### src/rtl/polymul_writeback_packer.sv
// polymul_writeback_packer: packs butterfly result pairs into 128-bit BRAM words and generates
// the write address sequence for forward NTT, inverse NTT and element-wise passes.
// Optional macro POLYMUL_WB_OUTREG_EN adds one output register stage on write_address, wea,
// data128_out and done; busy is stretched so it still falls the cycle after the delayed done.
module polymul_writeback_packer #(
  parameter int unsigned NTT_WORDS = 1024,
  parameter int unsigned EW_WORDS  = 256,
  parameter int unsigned ADDR_W    = 10
) (
  input  logic              clk,
  input  logic              rst,
  input  logic              start,
  input  logic [1:0]        mode,
  input  logic              in_valid,
  input  logic [63:0]       result_a,
  input  logic [63:0]       result_b,
  output logic [ADDR_W-1:0] write_address,
  output logic              wea,
  output logic [127:0]      data128_out,
  output logic              busy,
  output logic              done
);

  localparam int unsigned RevW = $clog2(NTT_WORDS);
  localparam logic [ADDR_W-1:0] LastNtt = ADDR_W'(NTT_WORDS - 1);
  localparam logic [ADDR_W-1:0] LastEw  = ADDR_W'(EW_WORDS - 1);

  typedef enum logic [1:0] {StIdle, StRun, StDone} state_e;

  state_e              r_state;
  logic                r_mode_ew;   // element-wise pass (mode 10 or 11)
  logic                r_mode_inv;  // inverse NTT pass (bit-reversed addresses)
  logic [ADDR_W-1:0]   r_wcnt;
  logic                r_half;
  logic [63:0]         r_held;
  logic                r_fin;       // final word written; RUN moves to DONE next cycle
  logic                r_wea;
  logic [ADDR_W-1:0]   r_addr;
  logic [127:0]        r_data;
  logic                r_busy;
  logic                r_done;

  logic [ADDR_W-1:0]   w_rev;
  logic                w_ntt_last;
  logic                w_ew_last;

  // Bit-reverse wcnt over log2(NTT_WORDS) bits, zero-extended to ADDR_W (pure rewiring)
  always_comb begin
    w_rev = '0;
    for (int i = 0; i < int'(RevW); i++) begin
      w_rev[i] = r_wcnt[int'(RevW) - 1 - i];
    end
  end

  assign w_ntt_last = (r_wcnt == LastNtt);
  assign w_ew_last  = (r_wcnt == LastEw);

  // Pass FSM with word counter, element-wise half-word packing and registered BRAM outputs
  always_ff @(posedge clk) begin
    if (rst) begin
      r_state    <= StIdle;
      r_mode_ew  <= 1'b0;
      r_mode_inv <= 1'b0;
      r_wcnt     <= '0;
      r_half     <= 1'b0;
      r_held     <= '0;
      r_fin      <= 1'b0;
      r_wea      <= 1'b0;
      r_addr     <= '0;
      r_data     <= '0;
      r_busy     <= 1'b0;
      r_done     <= 1'b0;
    end else begin
      r_wea  <= 1'b0;
      r_done <= 1'b0;
      case (r_state)
        StIdle: begin
          if (start) begin
            r_state    <= StRun;
            r_busy     <= 1'b1;
            r_mode_ew  <= mode[1];
            r_mode_inv <= (mode == 2'b01);
            r_wcnt     <= '0;
            r_half     <= 1'b0;
            r_held     <= '0;
            r_fin      <= 1'b0;
          end
        end
        StRun: begin
          if (r_fin) begin
            // Valids arriving here belong to no pass and are dropped
            r_state <= StDone;
            r_done  <= 1'b1;
            r_fin   <= 1'b0;
          end else if (in_valid) begin
            if (r_mode_ew) begin
              if (!r_half) begin
                r_held <= result_a;
                r_half <= 1'b1;
              end else begin
                r_half <= 1'b0;
                r_wea  <= 1'b1;
                r_addr <= r_wcnt;
                r_data <= {result_a, r_held};
                if (w_ew_last) begin
                  r_wcnt <= '0;
                  r_fin  <= 1'b1;
                end else begin
                  r_wcnt <= r_wcnt + 1'b1;
                end
              end
            end else begin
              r_wea  <= 1'b1;
              r_addr <= r_mode_inv ? w_rev : r_wcnt;
              r_data <= {result_b, result_a};
              if (w_ntt_last) begin
                r_wcnt <= '0;
                r_fin  <= 1'b1;
              end else begin
                r_wcnt <= r_wcnt + 1'b1;
              end
            end
          end
        end
        StDone: begin
          r_state <= StIdle;
          r_busy  <= 1'b0;
        end
        default: r_state <= StIdle;
      endcase
    end
  end

`ifdef POLYMUL_WB_OUTREG_EN
  logic                r_wea_q;
  logic [ADDR_W-1:0]   r_addr_q;
  logic [127:0]        r_data_q;
  logic                r_done_q;

  // Extra output stage; busy covers the delayed done pulse
  always_ff @(posedge clk) begin
    if (rst) begin
      r_wea_q  <= 1'b0;
      r_addr_q <= '0;
      r_data_q <= '0;
      r_done_q <= 1'b0;
    end else begin
      r_wea_q  <= r_wea;
      r_addr_q <= r_addr;
      r_data_q <= r_data;
      r_done_q <= r_done;
    end
  end

  assign wea           = r_wea_q;
  assign write_address = r_addr_q;
  assign data128_out   = r_data_q;
  assign done          = r_done_q;
  assign busy          = r_busy | r_done_q;
`else
  assign wea           = r_wea;
  assign write_address = r_addr;
  assign data128_out   = r_data;
  assign done          = r_done;
  assign busy          = r_busy;
`endif

endmodule

### config.mk
export PLATFORM = sky130hd
export DESIGN_NAME = polymul_writeback_packer
export DESIGN_NICKNAME = d
export VERILOG_FILES = /design/src/rtl/polymul_writeback_packer.sv
export SDC_FILE = /design/constraint.sdc
export NUM_CORES = 1
export LEC_CHECK = 0
export ABC_AREA = 1
export ABC_CLOCK_PERIOD_IN_PS = 1900
export CORE_ASPECT_RATIO = 0.5
export CORE_MARGIN = 1.5
export CORE_UTILIZATION = 40
export DETAILED_ROUTE_END_ITERATION = 6
export MAX_ROUTING_LAYER = met4
export PLACE_DENSITY = 0.75
export SLEW_MARGIN = 40
export SYNTH_ARGS = -nofsm -noshare
export SYNTH_HDL_FRONTEND = slang
export SYNTH_SLANG_ARGS = --single-unit
### constraint.sdc
create_clock -name clk -period 1.9 [get_ports clk]
set_input_delay 0.57 -clock clk [delete_from_list [all_inputs] [get_ports clk]]
set_output_delay 0.57 -clock clk [all_outputs]
set_load 0.01 [all_outputs]
==> impl_metrics.tcl <==
set metrics [dict create \
    p_leak_nw 5.22 \
    drt-initial-drc-count 828 \
    crit_chain "dlygate4sd2_1" \
    finalSetupTns_ns 0 \
    io_pins 275 \
    synth.distinct_cells 26 \
    synthMuxAreaShare_pct 0 \
    ys_warn_count 0 \
    cp-endpoint "data128_out[61]" \
    clk_pin_slew_ns 0.06 \
    viasPerCell 5.42 \
    path_class "flip-flop to output pin" \
    ys_top_cells_by_area "dfxtp_1, nand2_1, o21ai_0" \
    synth_edf_count 0 \
    crit_family "flip-flops" \
    cts_made_buffers 21 \
    syn_avg_cell_area_um2 7.58 \
    path_buf_inv 1 \
    power.total_mw 10.7 \
    setup_violations 0 \
    drtAntennaViolNets 0 \
    fmax_ghz 0.573 \
    startpoint "data128_out[61]" \
    synth-simple-area-share_pct 19.1 \
    max_stage_delay_ns 0.37 \
    wl_per_cell_um 16.4 \
    gp_congestion 0.820 \
    grt_first_pass_wirelength_um 45600 \
    dpl-instance-area_um2 12200 \
    synth-compound-area-share_pct 25.5 \
    post-route-drc-count 0 \
    place_hpwl_um 19100 \
    tightest_slew_ns 0.723 \
    seq_area_frac_synth_pct 48.6 \
    final_cell_area_um2 12600 \
    reg2reg_depth 6 \
    core_um2 22000 \
    period_needed_ns 1.74 \
    outcome "complete, no violations" \
    synth_top_cell_by_area "dfxtp_1" \
    grt_max_degree 91 \
    hold_path_class "flip-flop to flip-flop" \
    die_x_um 216 \
    power_density_nw_per_um2 847 \
    worst_hold_slack_ns 0.471 \
    rsz0062_at_grt "no" \
    clk-insertion-delay-late_ns 0.50 \
    fin_skew_ns 0.00696 \
    netSwitchingPower_mw 2.90 \
    synthArstFlopShare_pct 0 \
    ys.flop_type "dfxtp_1" \
    cts_root_buffer "clkbuf_16" \
    globalRouteOverflowTotal 0 \
    yosys-top-cells-count "nand2_1, dfxtp_1, o21ai_0" \
    swShare_pct 27.1 \
    drtPass1Iterations 5 \
    cts.sinks 221 \
    crit_required_ns 1.33 \
    start_kind "flip-flop" \
    yosys.area_share.xor_xnor_pct 0.289 \
    portBuffers 274 \
    synthAdderAreaFrac_pct 0.138 \
    cts_tree "built" \
    cp-end-kind "output pin" \
    period_share_pct 91.8 \
    die_y_um 110 \
    grt_pass1_vias 8910 \
    fp-row-count 38 \
    maxSlewViolCount 0 \
    irDropWorstVdd_mv 0.499 \
    drive_above_1_share_pct 5.50 \
    dieArea_um2 23700 \
    synth_top_area_share_pct 48.6 \
    start_util_pct 41.4 \
    yosysMostFrequentCell "nand2_1" \
    crit_arrival_ns 1.17 \
    worstPathMaxFanout 2 \
    clockBufferDepth 3 \
    pre_cts_ws_ns -0.281 \
    path_depth 1 \
    seq_power_share_pct 46.9 \
    synth-seq-cells 221 \
    slew_headroom_pct 51.8 \
    r2r_slack_ns 0.16 \
    h-tree-depth 1 \
    drv_cap 0 \
    rr_endpoint "r_held[13]" \
    synth_nets 1335 \
    p_int_mw 7.80 \
    postRouteWirelength_um 28500 \
    p_clk_share_pct 36.0 \
    critPathSlowestCell "dfxtp_1" \
    final_nets 1559 \
    fill_cells 2041 \
    grt_use_total_pct 24.0 \
    syn_inst 1200 \
    antenna_found_initial 1 \
    synth_top_family_by_area "compound AO/OA/AOI/OAI gates" \
    vias 9408 \
    synth_area_um2 9100 \
    finalHoldViolations 0 \
    fin_ws_ns 0.156 \
    comb_power_share_pct 17.1 \
    rr_startpoint "r_state[1]" \
    areaGrowthSynthToFinish_pct 38.9 \
]
-- repair_timing --
item / in CTS / in global routing
hold buffers: 0 / 0
resized for setup: 141 / 1
endpoints found under the setup margin: 141 / 2
buffers inserted: 0 / 0
-- routing by layer --
| metal | vias to the layer above | global-route usage [%] | part of all wire [%] |
|---|---|---|---|
| met3 | 47 | 3.49 | 4.6 |
| met2 | 276 | 40.7 | 49 |
| met4 | 0 | 6.60 | 2.4 |
| li1 | 4627 | - | - |
| met5 | - | - | 0 |
| met1 | 4458 | 30.3 | 44 |
-- layout make-up --
type / count / area (µm²) / area share [%]
Timing Repair Buffer: 314 / 3040 / 24.1
Clock buffer: 32 / 587 / 4.65
Inverter: 18 / 71.3 / 0.565
Multi-Input combinational cell: 848 / 4110 / 32.6
Sequential cell: 221 / 4430 / 35.1
Tap cell: 300 / 375 / 2.97
Clock inverter: 3 / 15.0 / 0.119
Antenna cell: 1 / 2.50 / 0.0198
-- worst min path at each step --
stage / cells past startpoint / slack [ns] / endpoint / start
3_5_place_dp: 2 / 0.46 / data128_out[18] / r_held[18]
6_report: 2 / 0.47 / busy / busy
5_1_grt: 2 / 0.49 / data128_out[11] / r_held[11]
4_1_cts: 2 / 0.47 / data128_out[18] / r_held[18]
2_1_floorplan: 2 / 0.45 / data128_out[10] / r_held[10]
3_3_place_gp: 2 / 0.45 / data128_out[22] / r_held[22]
-- cell usage in the layout, fill, tap and decap left out, types with 7 or more instances in the layout --
| cell | Yosys | routed |
|---|---|---|
| nand2_1 | 300 | 300 |
| dfxtp_1 | 221 | 220 |
| o21ai_0 | 179 | 179 |
| dlygate4sd2_1 | 0 | 141 |
| a31oi_1 | 137 | 137 |
| clkdlybuf4s50_1 | 0 | 132 |
| nand3_1 | 82 | 81 |
| a21oi_1 | 80 | 80 |
| o21ai_1 | 30 | 30 |
| buf_4 | 13 | 25 |
| clkbuf_16 | 0 | 21 |
| nor2_1 | 16 | 15 |
| inv_1 | 16 | 15 |
| buf_12 | 0 | 14 |
| clkbuf_1 | 70 | 9 |
| nand4_1 | 7 | 7 |
-- power by group through the flow --
stage	registers (mW)	logic [mW]	clock network (mW)
after floorplan	5.20	0.825	0
after global placement	5.11	1.92	0
after detailed placement	5.12	1.96	0
after CTS	5.01	1.83	3.94
after global routing	5.04	2.00	4.16
final	5.01	1.83	3.86
-- kinds of logic (layout without fill, tap and decap cells) --
| family | Yosys count | count (layout) |
|---|---|---|
| other | 0 | 1 |
| AO/OA/AOI/OAI | 428 | 428 |
| flip-flops | 221 | 221 |
| adder cells (fa/ha/maj) | 1 | 1 |
| XOR/XNOR | 3 | 3 |
| AND/OR/NAND/NOR | 416 | 416 |
| buffers and inverters | 131 | 367 |
-- stage by stage --
step | std cells | util, %
floorplan | 1200 | -
global placement | 1701 | 55.5
detailed placement | 1701 | 55.5
CTS | 1736 | 57.5
global route | 1737 | 57.5
finish | 1737 | 57.5
-- registers in the layout, indices dropped and copies added, names as in the netlist --
| name | count |
|---|---|
| r_wcnt | 10 |
| r_fin | 1 |
| r_mode_inv | 1 |
| done | 1 |
| r_mode_ew | 1 |
| busy | 1 |
| r_held | 64 |
| r_half | 1 |
| write_address | 10 |
| wea | 1 |
| r_state | 2 |
| data128_out | 128 |
Power figures use the tool's default switching activity.
